`src/rtl/xrv1_retire_ctrl.sv`:
```
// xrv1_retire_ctrl
//   In-order retirement controller for the xrv1 instruction queue. Tracks a
//   completion bit per itag, scans from the queue head to count how many
//   consecutive valid+done entries can retire this cycle (capped), and
//   sequences a pipeline drain (RUN -> DRAIN -> IDLE).
//
// Ports
//   clk_i, rst_ni        clock, async active-low reset
//   issue_vld_i/itag_i   allocation of an itag (clears its done bit)
//   wb_vld_i/wb_itag_i   per-port completions (set done bit if entry valid)
//   iqueue_vld_i         iqueue entry valid vector
//   retire_itag_i        iqueue head pointer
//   drain_req_i          level drain request
//   retire_cnt_o         entries retiring this cycle (to iqueue)
//   issue_hold_o         block new issue (state != RUN)
//   drained_o            state == IDLE
//   wb_err_o             sticky: completion to an invalid entry
//   perf_retired_o       retired-instruction counter
//
// Build option
//   XRV1_RETIRE_PERF_EN  when defined, perf_retired_o accumulates retire_cnt_o
//                        (mod 2^32); otherwise it is tied to 0.
module xrv1_retire_ctrl #(
  parameter int ITAG_WIDTH_P = 3,
  parameter int NUM_WB_P     = 2,
  parameter int MAX_RETIRE_P = 2,
  localparam int iqueue_size_lp = 1 << ITAG_WIDTH_P
) (
  input  logic                                   clk_i,
  input  logic                                   rst_ni,
  input  logic                                   issue_vld_i,
  input  logic [ITAG_WIDTH_P-1:0]                issue_itag_i,
  input  logic [NUM_WB_P-1:0]                    wb_vld_i,
  input  logic [NUM_WB_P-1:0][ITAG_WIDTH_P-1:0]  wb_itag_i,
  input  logic [iqueue_size_lp-1:0]              iqueue_vld_i,
  input  logic [ITAG_WIDTH_P-1:0]                retire_itag_i,
  input  logic                                   drain_req_i,
  output logic [ITAG_WIDTH_P-1:0]                retire_cnt_o,
  output logic                                   issue_hold_o,
  output logic                                   drained_o,
  output logic                                   wb_err_o,
  output logic [31:0]                            perf_retired_o
);

  typedef enum logic [1:0] {RUN, DRAIN, IDLE} state_e;

  state_e                      state_q, state_d;
  logic [iqueue_size_lp-1:0]   done_q, done_d;
  logic                        wb_err_q, wb_err_d;
  logic [ITAG_WIDTH_P-1:0]     cnt;
  logic [iqueue_size_lp-1:0]   ret_mask;
  logic [ITAG_WIDTH_P-1:0]     idx;
  logic                        run;

  // Head scan: depends only on done_q and iqueue state, so no wb/issue
  // input reaches retire_cnt_o combinationally. Itag arithmetic wraps
  // naturally at ITAG_WIDTH_P bits.
  always_comb begin
    cnt      = '0;
    ret_mask = '0;
    run      = 1'b1;
    idx      = '0;
    for (int i = 0; i < MAX_RETIRE_P; i++) begin
      idx = retire_itag_i + ITAG_WIDTH_P'(i);
      if (run && iqueue_vld_i[idx] && done_q[idx]) begin
        cnt           = cnt + ITAG_WIDTH_P'(1);
        ret_mask[idx] = 1'b1;
      end else begin
        run = 1'b0;
      end
    end
  end

  assign retire_cnt_o = cnt;

  // Done-bit update: retire clears first, then completions set, and an
  // issue clear is applied last so it wins over anything else.
  always_comb begin
    done_d   = done_q & ~ret_mask;
    wb_err_d = wb_err_q;
    for (int p = 0; p < NUM_WB_P; p++) begin
      if (wb_vld_i[p]) begin
        if (iqueue_vld_i[wb_itag_i[p]]) done_d[wb_itag_i[p]] = 1'b1;
        else                            wb_err_d             = 1'b1;
      end
    end
    if (issue_vld_i) done_d[issue_itag_i] = 1'b0;
  end

  always_comb begin
    state_d = state_q;
    unique case (state_q)
      RUN:   if (drain_req_i) state_d = DRAIN;
      DRAIN: begin
        if (!drain_req_i)
          state_d = RUN;
        else if ((iqueue_vld_i == '0) && (cnt == '0) && !issue_vld_i)
          state_d = IDLE;
      end
      IDLE:  if (!drain_req_i) state_d = RUN;
      default: state_d = RUN;
    endcase
  end

  always_ff @(posedge clk_i or negedge rst_ni) begin
    if (!rst_ni) begin
      state_q  <= RUN;
      done_q   <= '0;
      wb_err_q <= 1'b0;
    end else begin
      state_q  <= state_d;
      done_q   <= done_d;
      wb_err_q <= wb_err_d;
    end
  end

  assign issue_hold_o = (state_q != RUN);
  assign drained_o    = (state_q == IDLE);
  assign wb_err_o     = wb_err_q;

`ifdef XRV1_RETIRE_PERF_EN
  logic [31:0] perf_q;
  always_ff @(posedge clk_i or negedge rst_ni) begin
    if (!rst_ni) perf_q <= '0;
    else         perf_q <= perf_q + 32'(cnt);
  end
  assign perf_retired_o = perf_q;
`else
  assign perf_retired_o = '0;
`endif

endmodule

```
`config.mk`:
```
export PLATFORM = sky130hd
export DESIGN_NAME = xrv1_retire_ctrl
export DESIGN_NICKNAME = d
export VERILOG_FILES = /design/src/rtl/xrv1_retire_ctrl.sv
export SDC_FILE = /design/constraint.sdc
export NUM_CORES = 1
export LEC_CHECK = 0
export CORE_ASPECT_RATIO = 1.5
export CORE_MARGIN = 5
export CORE_UTILIZATION = 48
export CTS_BUF_LIST = sky130_fd_sc_hd__clkbuf_8
export DETAILED_ROUTE_END_ITERATION = 12
export PLACE_DENSITY = 0.89
export SLEW_MARGIN = 0
export SYNTH_ARGS = -nofsm -noshare
export SYNTH_HDL_FRONTEND = slang
export SYNTH_SLANG_ARGS = --single-unit
```
`constraint.sdc`:
```
create_clock -name clk_i -period 4.4 [get_ports clk_i]
set_clock_uncertainty 0.05 [all_clocks]
set_input_delay 0.66 -clock clk_i [delete_from_list [all_inputs] [get_ports clk_i]]
set_output_delay 0.66 -clock clk_i [all_outputs]
set_load 0.01 [all_outputs]
```
==> impl_metrics.env, run 1 <==
export IMPL_cp_end_kind="output pin"
export IMPL_hold_violations=0
export IMPL_fin_setup_tns_ps=0
export IMPL_final_cells=260
export IMPL_die_x_um=56.2
export IMPL_fp_dieH_um=79.3
export IMPL_status="finished, final reports clean"
export IMPL_relSlewSlack=0.660
export IMPL_ys_types=46
export IMPL_synth_common_cells="34 x buf_4, 14 x nand2_1, 13 x mux2i_1, 12 x nand3_1"
export IMPL_num_rows=25
export IMPL_port_buffers=30
export IMPL_cts_tree="done"
export IMPL_grt_pass1_vias=1433
export IMPL_crit_fanout=22
export IMPL_synth_area_leaders="dfrtp_1 18%, buf_4 17%, mux2i_1 8.5%"
export IMPL_crit_path_start="retire_itag_i[0]"
export IMPL_cts_root_buffer="clkbuf_8"
export IMPL_layout_worst_path_cycle_share=0.881
export IMPL_start_util=0.491
export IMPL_clk_latency_ps=240
export IMPL_grt_max_degree=23
export IMPL_crit_top_cell="clkdlybuf4s50_1"
export IMPL_ctsHoldBuffers=0
export IMPL_cap_viol_max_count=0
export IMPL_num_vias=1494
export IMPL_fp_dieArea_um2=4450
export IMPL_synth_cells=192
export IMPL_cpPeakStageDelay_ps=590
export IMPL_numCtsBuffers=3
export IMPL_tightest_slew_ps=508
export IMPL_ir_drop_uv=171
export IMPL_synthFlopType="dfrtp_1"
export IMPL_powerDensity_nw_per_um2=233
export IMPL_clock_sinks=11
export IMPL_vias_per_cell=5.75
export IMPL_crit_chain="clkdlybuf4s50_1 > buf_4 > or4bb_1 > nand4_1 > o22ai_2 > a21oi_1 > ha_1 > clkdlybuf4s50_1"
export IMPL_drt_iter0_markers=83
export IMPL_ant_nets=0
export IMPL_yosysSeqAreaShare=0.179
export IMPL_wirelength_um=4010
export IMPL_syn_area_um2=1540
export IMPL_synth_most_common_cell="buf_4"
export IMPL_diodes=0
export IMPL_grt_overflow=0
export IMPL_core_um2=3130
export IMPL_wire_per_inst_um=15.4
export IMPL_syn_area_per_cell_um2=8.00
export IMPL_drive_gt1_frac=0.0727
export IMPL_required_ps=3690
export IMPL_firstDrtPassIters=4
export IMPL_nets=249
export IMPL_antenna_found_initial=0
export IMPL_cts_setup_buffers=0
export IMPL_track_usage=0.183
export IMPL_dp_cells=256
export IMPL_yosys_warnings=0
export IMPL_critical_path_class="input pin to output pin"
export IMPL_htreeDepth=1
export IMPL_ctsResizeCount=0
export IMPL_crit_arrival_ps=3170
export IMPL_slew_viol_final=0
export IMPL_clk_pin_slew_ps=50
export IMPL_r2r_start="done_q[3]"
export IMPL_p_leak_nw=0.738
export IMPL_min_period_ps=3880
export IMPL_crit_path_top_delay_cell="clkdlybuf4s50_1"
export IMPL_area_growth_pct=15.6
export IMPL_rsz0062_at_grt="no"
export IMPL_setup_violations=0
export IMPL_gp_congestion=0.899
export IMPL_ios=64
export IMPL_ys_ff_latch=11
export IMPL_synth_top_area_cell="dfrtp_1"
export IMPL_yosysTopAreaCellShare=0.179
export IMPL_grt_pass1_wl_um=6510
export IMPL_synth_edff_count=0
export IMPL_drcViolationCount=0
export IMPL_synth_async_reset_ratio=1.00
export IMPL_clock_fmax_mhz=258
export IMPL_startpoint_type="input pin"
export IMPL_worstHoldStart="wb_err_o"
export IMPL_cts_max_path_buffers=2
export IMPL_hpwlAfterDp_um=3340
export IMPL_fillers=298
export IMPL_min_path_type="register to register"
-- placed cells by master (no fill, tap or decap), types with 5 or more instances in the layout --
cell / count
conb_1: 33
clkdlybuf4s50_1: 30
nand2_1: 14
mux2i_1: 13
nand3_1: 12
nor2_1: 11
dfrtp_1: 11
nand2b_1: 8
o21ai_0: 7
a21oi_1: 7
inv_1: 6
o22ai_1: 5
o32ai_1: 5
-- final cells by class --
cell class | count | area [µm²] | share of cell area
multi-input cells | 166 | 1060 | 0.596
repair buffers | 33 | 323 | 0.182
flip-flops and latches | 11 | 275 | 0.155
well taps | 40 | 50.0 | 0.0282
clock buffers | 3 | 41.3 | 0.0233
inverters | 6 | 22.5 | 0.0127
clock inverters | 1 | 5.00 | 0.00282
-- path summary, 6_finish.rpt --
| kind | to | slack, ps | cells after the start |
|---|---|---|---|
| max | retire_cnt_o[0] | 520 | 8 |
| min | wb_err_o | 450 | 1 |
| max reg2reg | done_q[6] | 2580 | 5 |
| min reg2reg | wb_err_o | 450 | 1 |
| max in group asynchronous | wb_err_o | 3270 | 1 |
| min in group asynchronous | done_q[1] | 700 | 1 |
-- logic make-up after synthesis --
kind of cell / after synthesis / synth area share
xor+xnor: 2 / 0.0114
simple gates: 71 / 0.260
buf+inv: 47 / 0.210
mux: 16 / 0.129
compound gates: 42 / 0.192
other cells: 1 / 0.00244
flops: 11 / 0.179
fa+ha+maj: 2 / 0.0163
-- through the flow --
step | hold slack [ps] | total power (W) | utilization | area (µm²) | setup WS, ps
floorplan | 314 | 0.000267 | - | 1660 | 1660
global placement | 450 | 0.000306 | 0.552 | 1730 | 538
detailed placement | 442 | 0.000309 | 0.552 | 1730 | 517
CTS | 453 | 0.000414 | 0.567 | 1770 | 515
global route | 481 | 0.000442 | 0.567 | 1770 | 337
finish | 452 | 0.000413 | 0.567 | 1770 | 525
-- registers in the layout, indices dropped and copies added (netlist names) --
name / count
wb_err_o: 1
done_q: 8
state_q: 2
-- report_power, final --
part / leakage (nW) / switching [W] / internal [W]
Clock: 0.0255 / 0.0000406 / 0.0000624
Combinational: 0.579 / 0.0000950 / 0.0000762
Sequential: 0.134 / 0.0000185 / 0.000120
Total: 0.738 / 0.000154 / 0.000259
-- metal layers --
metal | part of all wire | track usage | wire length, µm
met5 | 0 | 0 | 0
met4 | 0.024 | 0.102 | 97
met3 | 0.080 | 0.0325 | 321
met2 | 0.52 | 0.320 | 2080
met1 | 0.38 | 0.207 | 1520
-- critical path: cells and delay by family --
| family | cells | cell delay, ps |
|---|---|---|
| AO/OA/AOI/OAI | 2 | 280 |
| adder cells (fa/ha/maj) | 1 | 240 |
| buffers and inverters | 3 | 1360 |
| AND/OR/NAND/NOR | 2 | 620 |
No activity file was read; power rests on OpenSTA's default activity.
==> run 2, diff against run 1 <==
- CORE_MARGIN: 5 -> 4
==> impl_metrics.env, run 2 (synthesis results as in run 1) <==
export IMPL_status="finished, final reports clean"
export IMPL_drive_gt1_frac=0.0596
export IMPL_worstHoldStart="wb_err_o"
export IMPL_clk_pin_slew_ps=50
export IMPL_gp_congestion=0.976
export IMPL_hold_ws_ps=471
export IMPL_hold_end="wb_err_o"
export IMPL_relSlewSlack=0.668
export IMPL_crit_path_top_delay_cell="clkdlybuf4s50_1"
export IMPL_r2r_start="done_q[3]"
export IMPL_nets=247
export IMPL_track_usage=0.208
export IMPL_drt_iter0_markers=92
export IMPL_required_ps=3690
export IMPL_core_um2=3000
export IMPL_clkPwrFrac=0.243
export IMPL_hold_violations=0
export IMPL_layout_worst_path_cycle_share=0.897
export IMPL_powerDensity_nw_per_um2=234
export IMPL_crit_top_cell="clkdlybuf4s50_1"
export IMPL_antenna_found_initial=0
export IMPL_seqPwrFrac=0.337
export IMPL_numCtsBuffers=3
export IMPL_swShare=0.375
export IMPL_cts_root_buffer="clkbuf_8"
export IMPL_die_x_um=54.2
export IMPL_ctsHoldBuffers=0
export IMPL_setup_violations=0
export IMPL_htreeDepth=1
export IMPL_ant_nets=0
export IMPL_rrSetupSlack_ps=2570
export IMPL_crit_arrival_ps=3240
export IMPL_vias_per_cell=5.84
export IMPL_startpoint_type="input pin"
export IMPL_crit_chain="clkdlybuf4s50_1 > buf_4 > mux2i_1 > o22ai_1 > o22ai_2 > a21oi_1 > ha_1 > clkdlybuf4s50_1"
export IMPL_cap_viol_max_count=0
export IMPL_critical_path_class="input pin to output pin"
export IMPL_tightest_slew_ps=497
export IMPL_grt_pass1_wl_um=6620
export IMPL_firstDrtPassIters=5
export IMPL_switchingPower_w=0.000154
export IMPL_cp_end_kind="output pin"
export IMPL_cts_max_path_buffers=2
export IMPL_start_util=0.511
export IMPL_cts_tree="done"
export IMPL_p_comb_frac=0.420
export IMPL_min_period_ps=3950
export IMPL_fp_dieArea_um2=4190
export IMPL_slew_viol_final=0
export IMPL_cpPeakStageDelay_ps=560
export IMPL_drcViolationCount=0
export IMPL_clk_latency_ps=240
export IMPL_area_growth_pct=14.4
export IMPL_min_path_type="register to register"
export IMPL_grt_pass1_vias=1467
export IMPL_ir_drop_uv=168
export IMPL_crit_fanout=24
export IMPL_clock_sinks=11
export IMPL_final_cell_mix="33 x conb_1, 30 x clkdlybuf4s50_1, 14 x nand2_1, 13 x mux2i_1, 12 x nand3_1"
export IMPL_grt_max_degree=25
export IMPL_hpwlAfterDp_um=3320
export IMPL_dp_cells=253
export IMPL_power_internal_w=0.000257
export IMPL_num_vias=1502
export IMPL_cts_setup_buffers=0
export IMPL_wirelength_um=4150
export IMPL_clock_fmax_mhz=253
export IMPL_r2r_cells=5
export IMPL_port_buffers=30
export IMPL_grt_overflow=0
export IMPL_p_leak_nw=0.730
export IMPL_ios=64
export IMPL_min_delay_path_depth=1
export IMPL_num_rows=24
export IMPL_rsz0062_at_grt="no"
export IMPL_fp_dieH_um=77.3
export IMPL_largest_register="done_q"
export IMPL_fin_setup_tns_ps=0
export IMPL_wire_per_inst_um=16.1
export IMPL_largest_reg_flops=8
export IMPL_diodes=0
export IMPL_layout_commonest_cell="conb_1"
export IMPL_final_cells=257
export IMPL_regToRegEndpoint="done_q[6]"
export IMPL_ctsResizeCount=0
[run 2: per-stage QoR]
| stage | instance area, µm² | util | setup WS, ps | total power (W) |
|---|---|---|---|---|
| after CTS | 1760 | 0.585 | 484 | 0.000409 |
| after floorplan | 1660 | - | 1660 | 0.000267 |
| after global placement | 1710 | 0.570 | 513 | 0.000304 |
| after detailed placement | 1710 | 0.570 | 490 | 0.000308 |
| after global routing | 1760 | 0.585 | 345 | 0.000437 |
| final | 1760 | 0.585 | 451 | 0.000411 |
[run 2: layout make-up]
class | instances | area (µm²)
tap | 39 | 48.8
inverter | 6 | 22.5
clock inverter | 1 | 3.75
timing repair buffer | 31 | 308
fill | 319 | 1250
multi-input combinational | 166 | 1060
sequential | 11 | 275
clock buffer | 3 | 41.3
[run 2: worst max-delay path by stage]
stage / from / to / slack (ps)
after detailed placement: retire_itag_i[0] / retire_cnt_o[0] / 490
after global placement: retire_itag_i[0] / retire_cnt_o[0] / 510
after CTS: retire_itag_i[0] / retire_cnt_o[0] / 480
after global routing: retire_itag_i[0] / retire_cnt_o[0] / 340
final: retire_itag_i[0] / retire_cnt_o[0] / 450
after floorplan: retire_itag_i[0] / retire_cnt_o[0] / 1660
[run 2: power groups by stage]
stage	sequential (W)	clock (W)	combinational, W
6_report	0.000138	0.000100	0.000173
3_5_place_dp	0.000139	0	0.000169
2_1_floorplan	0.000133	0	0.000134
3_3_place_gp	0.000139	0	0.000165
4_1_cts	0.000137	0.000102	0.000170
5_1_grt	0.000140	0.000107	0.000190
[run 2: metal layers]
metal / wire length [µm] / track usage / up-vias
li1: - / - / 702
met1: 1590 / 0.258 / 693
met2: 2050 / 0.329 / 90
met3: 327 / 0.0174 / 17
met4: 183 / 0.130 / 0
met5: 0 / 0 / -
[run 2: critical path, delay by kind of cell]
family,cells,cell delay (ps)
buffers and inverters,3,1380
muxes,1,300
adders and majority gates,1,280
AOI/OAI and AO/OA,3,600
==> run 3, diff against run 2 <==
- CORE_MARGIN: 4 -> 5
==> results of run 3 <==
Same layout as run 1: the final DEF is identical, and so are final timing and power.
